$ cat config.mk
export PLATFORM = sky130hd
export DESIGN_NAME = cpu_step_ctrl
export DESIGN_NICKNAME = d
export VERILOG_FILES = /design/src/rtl/cpu_step_ctrl.sv
export SDC_FILE = /design/constraint.sdc
export NUM_CORES = 1
export LEC_CHECK = 0
export ABC_AREA = 1
export CAP_MARGIN = 10
export CORE_MARGIN = 5
export CORE_UTILIZATION = 65
export DETAILED_ROUTE_END_ITERATION = 10
export DONT_BUFFER_PORTS = 1
export HOLD_SLACK_MARGIN = 0.06
export PLACE_DENSITY_LB_ADDON = 0.12
export SLEW_MARGIN = 20
export SYNTH_ARGS = -nofsm -noshare
export SYNTH_HDL_FRONTEND = slang
export SYNTH_SLANG_ARGS = --single-unit
$ cat constraint.sdc
create_clock -name clk -period 6.1 [get_ports clk]
set_input_delay 1.22 -clock clk [delete_from_list [all_inputs] [get_ports clk]]
set_output_delay 1.22 -clock clk [all_outputs]
set_load 0.05 [all_outputs]
$ cat src/rtl/cpu_step_ctrl.sv
// Run/step controller: turns the divider's slow tick level into one-cycle CPU enable pulses, gated by run/pause and single-step buttons.
// Latency: tick_in sampled high at edge E -> cpu_en high for the cycle after edge E+1; raw button press -> press event after 2 + DEBOUNCE_N cycles.
// Backpressure: none; the CPU consumes every cpu_en pulse, and at most one pulse is issued per tick_in rising edge.
//
// Ports:
//   clk, rst     - system clock; asynchronous active-high reset
//   tick_in      - clock-divider square wave, already in the clk domain
//   btn_mode     - raw asynchronous button, a press toggles run/pause
//   btn_step     - raw asynchronous button, a press requests a single step
//   cpu_en       - registered one-cycle enable pulse to the CPU
//   running      - registered, high while the FSM is in RUNNING
//   step_count   - cpu_en pulses issued since reset, wraps silently

module cpu_step_ctrl #(
    parameter int DEBOUNCE_N = 1000000
) (
    input  logic        clk,
    input  logic        rst,
    input  logic        tick_in,
    input  logic        btn_mode,
    input  logic        btn_step,
    output logic        cpu_en,
    output logic        running,
    output logic [31:0] step_count
);

    // Counter only ever needs to reach DEBOUNCE_N-1 before the debounced level flips.
    localparam int            CW       = (DEBOUNCE_N < 1) ? 1 : $clog2(DEBOUNCE_N + 1);
    localparam logic [CW-1:0] CNT_LAST = CW'(DEBOUNCE_N - 1);

    localparam int BTN_MODE = 0;
    localparam int BTN_STEP = 1;

    typedef enum logic [1:0] {
        PAUSED    = 2'd0,
        RUNNING   = 2'd1,
        STEP_WAIT = 2'd2
    } state_t;

    // ------------------------------------------------------------------
    // Tick edge detect
    // ------------------------------------------------------------------
    // tick_s_q samples tick_in; tick_q holds the previous sample. Both
    // reset high so a tick_in already high at reset release is not an edge.
    // The sampling stage puts tick_rise in the cycle after the sampling edge,
    // which gives the E -> E+1 pulse timing.
    logic tick_s_q, tick_s_d;
    logic tick_q,   tick_d;
    logic tick_rise;

    always_comb begin
        tick_s_d = tick_in;
        tick_d   = tick_s_q;
    end

    assign tick_rise = tick_s_q & ~tick_q;

    // ------------------------------------------------------------------
    // Button synchronise + debounce, bit 0 = mode, bit 1 = step
    // ------------------------------------------------------------------
    logic [1:0]    btn_raw;
    logic [1:0]    sync1_q, sync1_d;
    logic [1:0]    sync2_q, sync2_d;
    logic [1:0]    db_q,    db_d;
    logic [1:0]    ev_q,    ev_d;
    logic [CW-1:0] cnt_q [2];
    logic [CW-1:0] cnt_d [2];
    logic          mode_ev;
    logic          step_ev;

    assign btn_raw = {btn_step, btn_mode};

    always_comb begin
        sync1_d = btn_raw;
        sync2_d = sync1_q;
        db_d    = db_q;
        for (int i = 0; i < 2; i++) begin
            cnt_d[i] = '0;
            // Any return to the debounced level clears the count, so a
            // bounce shorter than DEBOUNCE_N cycles never flips the level.
            if (sync2_q[i] != db_q[i]) begin
                if (cnt_q[i] == CNT_LAST) begin
                    db_d[i] = sync2_q[i];
                end else begin
                    cnt_d[i] = cnt_q[i] + CW'(1);
                end
            end
        end
        // Press events only; releases are silent.
        ev_d = db_d & ~db_q;
    end

    assign mode_ev = ev_q[BTN_MODE];
    assign step_ev = ev_q[BTN_STEP];

    // ------------------------------------------------------------------
    // Run/step FSM
    // ------------------------------------------------------------------
    state_t      state_q, state_d;
    logic        cpu_en_q, cpu_en_d;
    logic        running_q, running_d;
    logic [31:0] step_count_q, step_count_d;

    always_comb begin
        state_d  = state_q;
        cpu_en_d = 1'b0;
        unique case (state_q)
            PAUSED: begin
                // Mode beats step when both presses land together.
                if (mode_ev) begin
                    state_d = RUNNING;
                end else if (step_ev) begin
                    state_d = STEP_WAIT;
                end
            end
            RUNNING: begin
                if (tick_rise) begin
                    cpu_en_d = 1'b1;
                end
                if (mode_ev) begin
                    state_d = PAUSED;
                end
            end
            STEP_WAIT: begin
                // A tick coinciding with a mode press still delivers the step.
                if (tick_rise) begin
                    cpu_en_d = 1'b1;
                    state_d  = PAUSED;
                end else if (mode_ev) begin
                    state_d = PAUSED;
                end
            end
            default: begin
                state_d = PAUSED;
            end
        endcase
        // Registered copy of the state decode so running tracks state_q exactly.
        running_d    = (state_d == RUNNING);
        step_count_d = step_count_q + {31'd0, cpu_en_d};
    end

    always_ff @(posedge clk or posedge rst) begin
        if (rst) begin
            tick_s_q     <= 1'b1;
            tick_q       <= 1'b1;
            sync1_q      <= '0;
            sync2_q      <= '0;
            db_q         <= '0;
            ev_q         <= '0;
            for (int i = 0; i < 2; i++) begin
                cnt_q[i] <= '0;
            end
            state_q      <= PAUSED;
            cpu_en_q     <= 1'b0;
            running_q    <= 1'b0;
            step_count_q <= '0;
        end else begin
            tick_s_q     <= tick_s_d;
            tick_q       <= tick_d;
            sync1_q      <= sync1_d;
            sync2_q      <= sync2_d;
            db_q         <= db_d;
            ev_q         <= ev_d;
            for (int i = 0; i < 2; i++) begin
                cnt_q[i] <= cnt_d[i];
            end
            state_q      <= state_d;
            cpu_en_q     <= cpu_en_d;
            running_q    <= running_d;
            step_count_q <= step_count_d;
        end
    end

    assign cpu_en     = cpu_en_q;
    assign running    = running_q;
    assign step_count = step_count_q;

endmodule
* Yosys cells after proc, flatten, opt, wreduce, memory -nomap -nowiden
Cells that the tools add are included.
Word-level totals: logic and storage cells 43, bits of input ports 5, output and inout bits 34, flip-flop bits (word level) 86
Operators by class: bitwise logic cells 4, reduce and logical (&&, ||, !) cells 2, add/sub/neg operators 3, multiplexer cells 15, eq/ne operators 7
Operators by type and width (count):
- two-way mux 20 bit | 4
- adder 20 x 1 -> 20 bit, second input constant | 2
- equality test 20 bit, second input constant | 2
- adder 32 x 1 -> 32 bit | 1
- two-way mux 2 bit | 4
- two-way mux 1 bit | 6
- one-hot mux 2 bit (3 select lines) | 1
- equality test 2 x 1 -> 1 bit, second input constant | 2
- AND 2 bit | 1
- equality test 2 bit, second input constant | 1
- logical NOT 2 bit | 1
- inequality test 1 bit | 2
- NOT 2 bit | 1
- OR reduction 2 bit | 1
- AND 1 bit | 1
- NOT 1 bit | 1

* Depth between registers and ports, before layout
word-level depth 5, depth in mapped cells 13, mapped depth without buffers 13

* Least setup slack after synthesis
No wires, ideal clock.
path type register to register, start point reg state_q[0], end point reg step_count_q[24] (netlist: step_count[24]), stages on the path, launching flop included 14, path buffers 0, required time 5.980 ns, data arrival time 1.935 ns, setup slack 4.045 ns, cells stage by stage dfrtp_1 inv_1 ha_1 inv_1 nor2_1 ha_1 ha_1 nand3_2 nor2_4 inv_2 nor2_2 nand2_1 nand2_1 nand2_1
On the way: cells in the longest elaborated chain, start to end 4
RTL lines:
- from (decl) | RTL line 99 | state_t state_q, state_d;
- from (signal assigned) | RTL line 167 | state_q <= state_d;
- equality test 2 bit / equality test 2 x 1 -> 1 bit (equally long branches) | RTL line 107 | unique case (state_q)
- OR reduction 2 bit (no source line) *
- two-way mux 1 bit *
- named net cpu_en_d | RTL line 100 | logic cpu_en_q, cpu_en_d;
- adder 32 x 1 -> 32 bit * | RTL line 139 | step_count_d = step_count_q + {31'd0, cpu_en_d};
- named net step_count_d[24] | RTL line 102 | logic [31:0] step_count_q, step_count_d;
- to (signal assigned) | RTL line 170 | step_count_q <= step_count_d;
- to (decl) | RTL line 102
Mark *: on every way through the listed nets, which the timed path passes. The rest lies on a longest branch.

* Final worst setup path
start point reg step_count_q[2] (netlist: step_count[2]), end point out step_count[2]
RTL lines:
- to (decl) | RTL line 24 | output logic [31:0] step_count
No word-level cell between the ends.

==> impl_metrics.yaml <==
routing:
  viasPerCell: 5.36
  postRouteAntennaNets: 0
  post_drt_wl_per_cell_um: 14.2
  drt_first_pass_iters: 5
  vias: 3623
  routed_wirelength_um: 9570
  drc_errors: 0
  drt_iter0_drc: 241
pwr:
  p_leak_uw: 0.00214
  pwr-share-comb_pct: 2.6
  clkPwrFrac_pct: 40.4
  power.density_nw_per_um2: 207
  p_int_uw: 784
  irDropWorstVdd_uv: 186
  switching_share_pct: 22.7
  p_switching_uw: 230
  pwr-share-seq_pct: 57.1
synth:
  synth_top_family_by_area: "simple AND/OR/NAND/NOR gates"
  syn_nets: 577
  yosysSeqAreaShare_pct: 47.3
  synth_most_common_cell: "nand2_1"
  yosysUniqueCellTypes: 31
  synth_seq_cells: 86
  synthesis.instances: 564
  synth_adder_area_share_pct: 2.20
  synth_area_leaders: "dfrtp_1, nand2_1, nor2_1, nand3_1, xor2_1"
  synth-xor-area-share_pct: 7.69
  synth_compound_area_share_pct: 2.94
  synth.area.mux_share_pct: 0
  ys.flop_type: "dfrtp_1"
  synth_commonest_cells: "nand2_1, nor2_1, dfrtp_1"
  postSynthAreaPerCell_um2: 8.08
  yosysWarningCount: 0
  synth-simple-area-share_pct: 35.6
  async_reset_ff_share_pct: 100
  synth_area_leader_cell: "dfrtp_1"
  synth_edf_count: 0
  yosys.area.top_type_share_pct: 46.1
  synthesis.area_um2: 4560
clocking:
  cts.repair.resized: 0
  cts_buffers: 9
  clk_latency_ns: 0.35
  root_buffer: "clkbuf_8"
  holdBufCountCts: 0
  cts_post_setup_buffers_inserted: 0
  htreeDepth: 3
  clock_sinks: 86
  cts_max_path_buffers: 2
  path_clk_slew_ns: 0.09
  cts_tree: "yes"
worst_setup_path:
  critPathMaxFanout: 4
  critPathArrivalTime_ns: 1.11
  rr_worst_depth: 13
  critPathKind: "flip-flop to output pin"
  startpoint: "step_count[2]"
  r2r-end: "step_count[30]"
  end_kind: "output pin"
  crit_path_start_kind: "flip-flop"
  required_ns: 4.88
  r2r_start: "state_q[1]"
  reg2reg_slack_ns: 3.80
sta:
  post-route-min-period_ns: 2.33
  fin_crit_sh_pct: 38.3
  slew_viol_final: 0
  hold_viol_final: 0
  skew_ns: 0.00542
  holdWs_ns: 0.357
  setup_tns_ns: 0
  timing.final.ws_setup_ns: 3.77
  tightestPinTransition_ns: 0.752
  rsz0062_at_grt: "false"
  slew_headroom_pct: 49.8
  clock.fmax_ghz: 0.428
  setup_viol: 0
die:
  coreArea_um2: 6790
  start_util_pct: 67.1
  rows: 30
  die_area_um2: 8780
  die_w_um: 93.7
  dieHeight_um: 93.7
  io-pin-count: 39
placement:
  portBuffers: 0
  gp_congestion: 0.972
  dp_slack_ns: 3.81
  hpwl_um: 7310
  place_inst: 660
grt:
  grt_pass1_vias: 3548
  grt_pass1_wl_um: 16300
  grt_max_degree: 87
  grt_overflow: 0
  antenna_found_initial: 0
  grtUsageTotal_pct: 23.9
finish:
  nNetsFinal: 588
  regArea_um2: 2150
  fill_cells: 532
  utilization_pct: 72.1
  multiInputGateArea_um2: 2210
  stdcell_count: 676
  layout-drive-gt1-share_pct: 9.48
  syn_to_final_growth_pct: 7.58
  num_antenna_cells: 0
min_path:
  min_to: "sync2_q[0]"
  hold_depth: 0
  hold_start: "sync1_q[0]"
  hold_path.class: "flip-flop to flip-flop"
job:
  drv_cap: 0
run_status:
  status: "finished clean"
## flip-flops by register name, summed over array words and instances, names as in the netlist
name	cells
sync1_q	2
sync2_q	2
tick_q	1
tick_d	1
ev_q	2
db_q	2
running	1
cpu_en	1
cnt_q	40
step_count	32
state_q	2
## layout by cell type, fill, tap and decap left out, drive strengths merged
master / synthesis / routed
a211oi: 1 / 1
xnor2: 16 / 16
xor2: 24 / 24
dfrtp: 84 / 84
dfstp: 2 / 2
o21bai: 5 / 5
and2: 4 / 4
ha: 8 / 8
bufinv: 0 / 1
buf: 0 / 1
nand3: 49 / 49
clkinvlp: 0 / 2
a21oi: 7 / 7
nand4: 3 / 3
clkinv: 0 / 4
inv: 51 / 50
o21ai: 10 / 10
clkbuf: 1 / 10
nand2: 144 / 144
nor2: 130 / 130
nand3b: 9 / 9
nor3: 12 / 12
nor3b: 4 / 4
## cell type report
cell class                 count  area share [%]
tap                           96            2.45
multi-input combinational    426            45.2
timing repair buffer           1           0.230
sequential                    86            44.0
clock buffer                  10            2.81
inverter                      51            3.93
clock inverter                 6            1.46
## cell families after synthesis
group,after synthesis
compound gates,23
xor+xnor,40
fa+ha+maj,8
buf+inv,52
flops,86
simple gates,355
## power groups by stage
stage          Sequential [uW]  Combinational (uW)  Clock (uW)
2_1_floorplan              589                20.2           0
3_3_place_gp               590                25.6           0
3_5_place_dp               590                26.4           0
4_1_cts                    579                26.5         419
5_1_grt                    580                30.3         448
6_report                   579                25.9         409
## per-stage QoR
| stage | power (uW) | area (um2) |
|---|---|---|
| floorplan | 610 | 4560 |
| global placement | 616 | 4680 |
| detailed placement | 617 | 4680 |
| CTS | 1020 | 4890 |
| global route | 1060 | 4900 |
| finish | 1010 | 4900 |
## worst max path at each step
stage                                 to  slack, ns  cells past startpoint
after global routing      step_count[30]       3.56                     13
after floorplan                 cnt_q[0]       2.66                      1
after global placement    step_count[24]       3.90                     13
after CTS                  step_count[2]       3.74                      0
final                      step_count[2]       3.77                      0
after detailed placement  step_count[30]       3.81                     13
## layer usage
metal | vias up | global-route usage (%) | wire length, um | share of wire, %
li1 | 1799 | - | - | -
met1 | 1720 | 30.7 | 4190 | 44
met2 | 90 | 38.6 | 4560 | 48
met3 | 14 | 6.81 | 659 | 6.9
met4 | 0 | 8.54 | 164 | 1.7
met5 | - | 0 | 0 | 0
No activity file was read; power rests on OpenSTA's default activity.
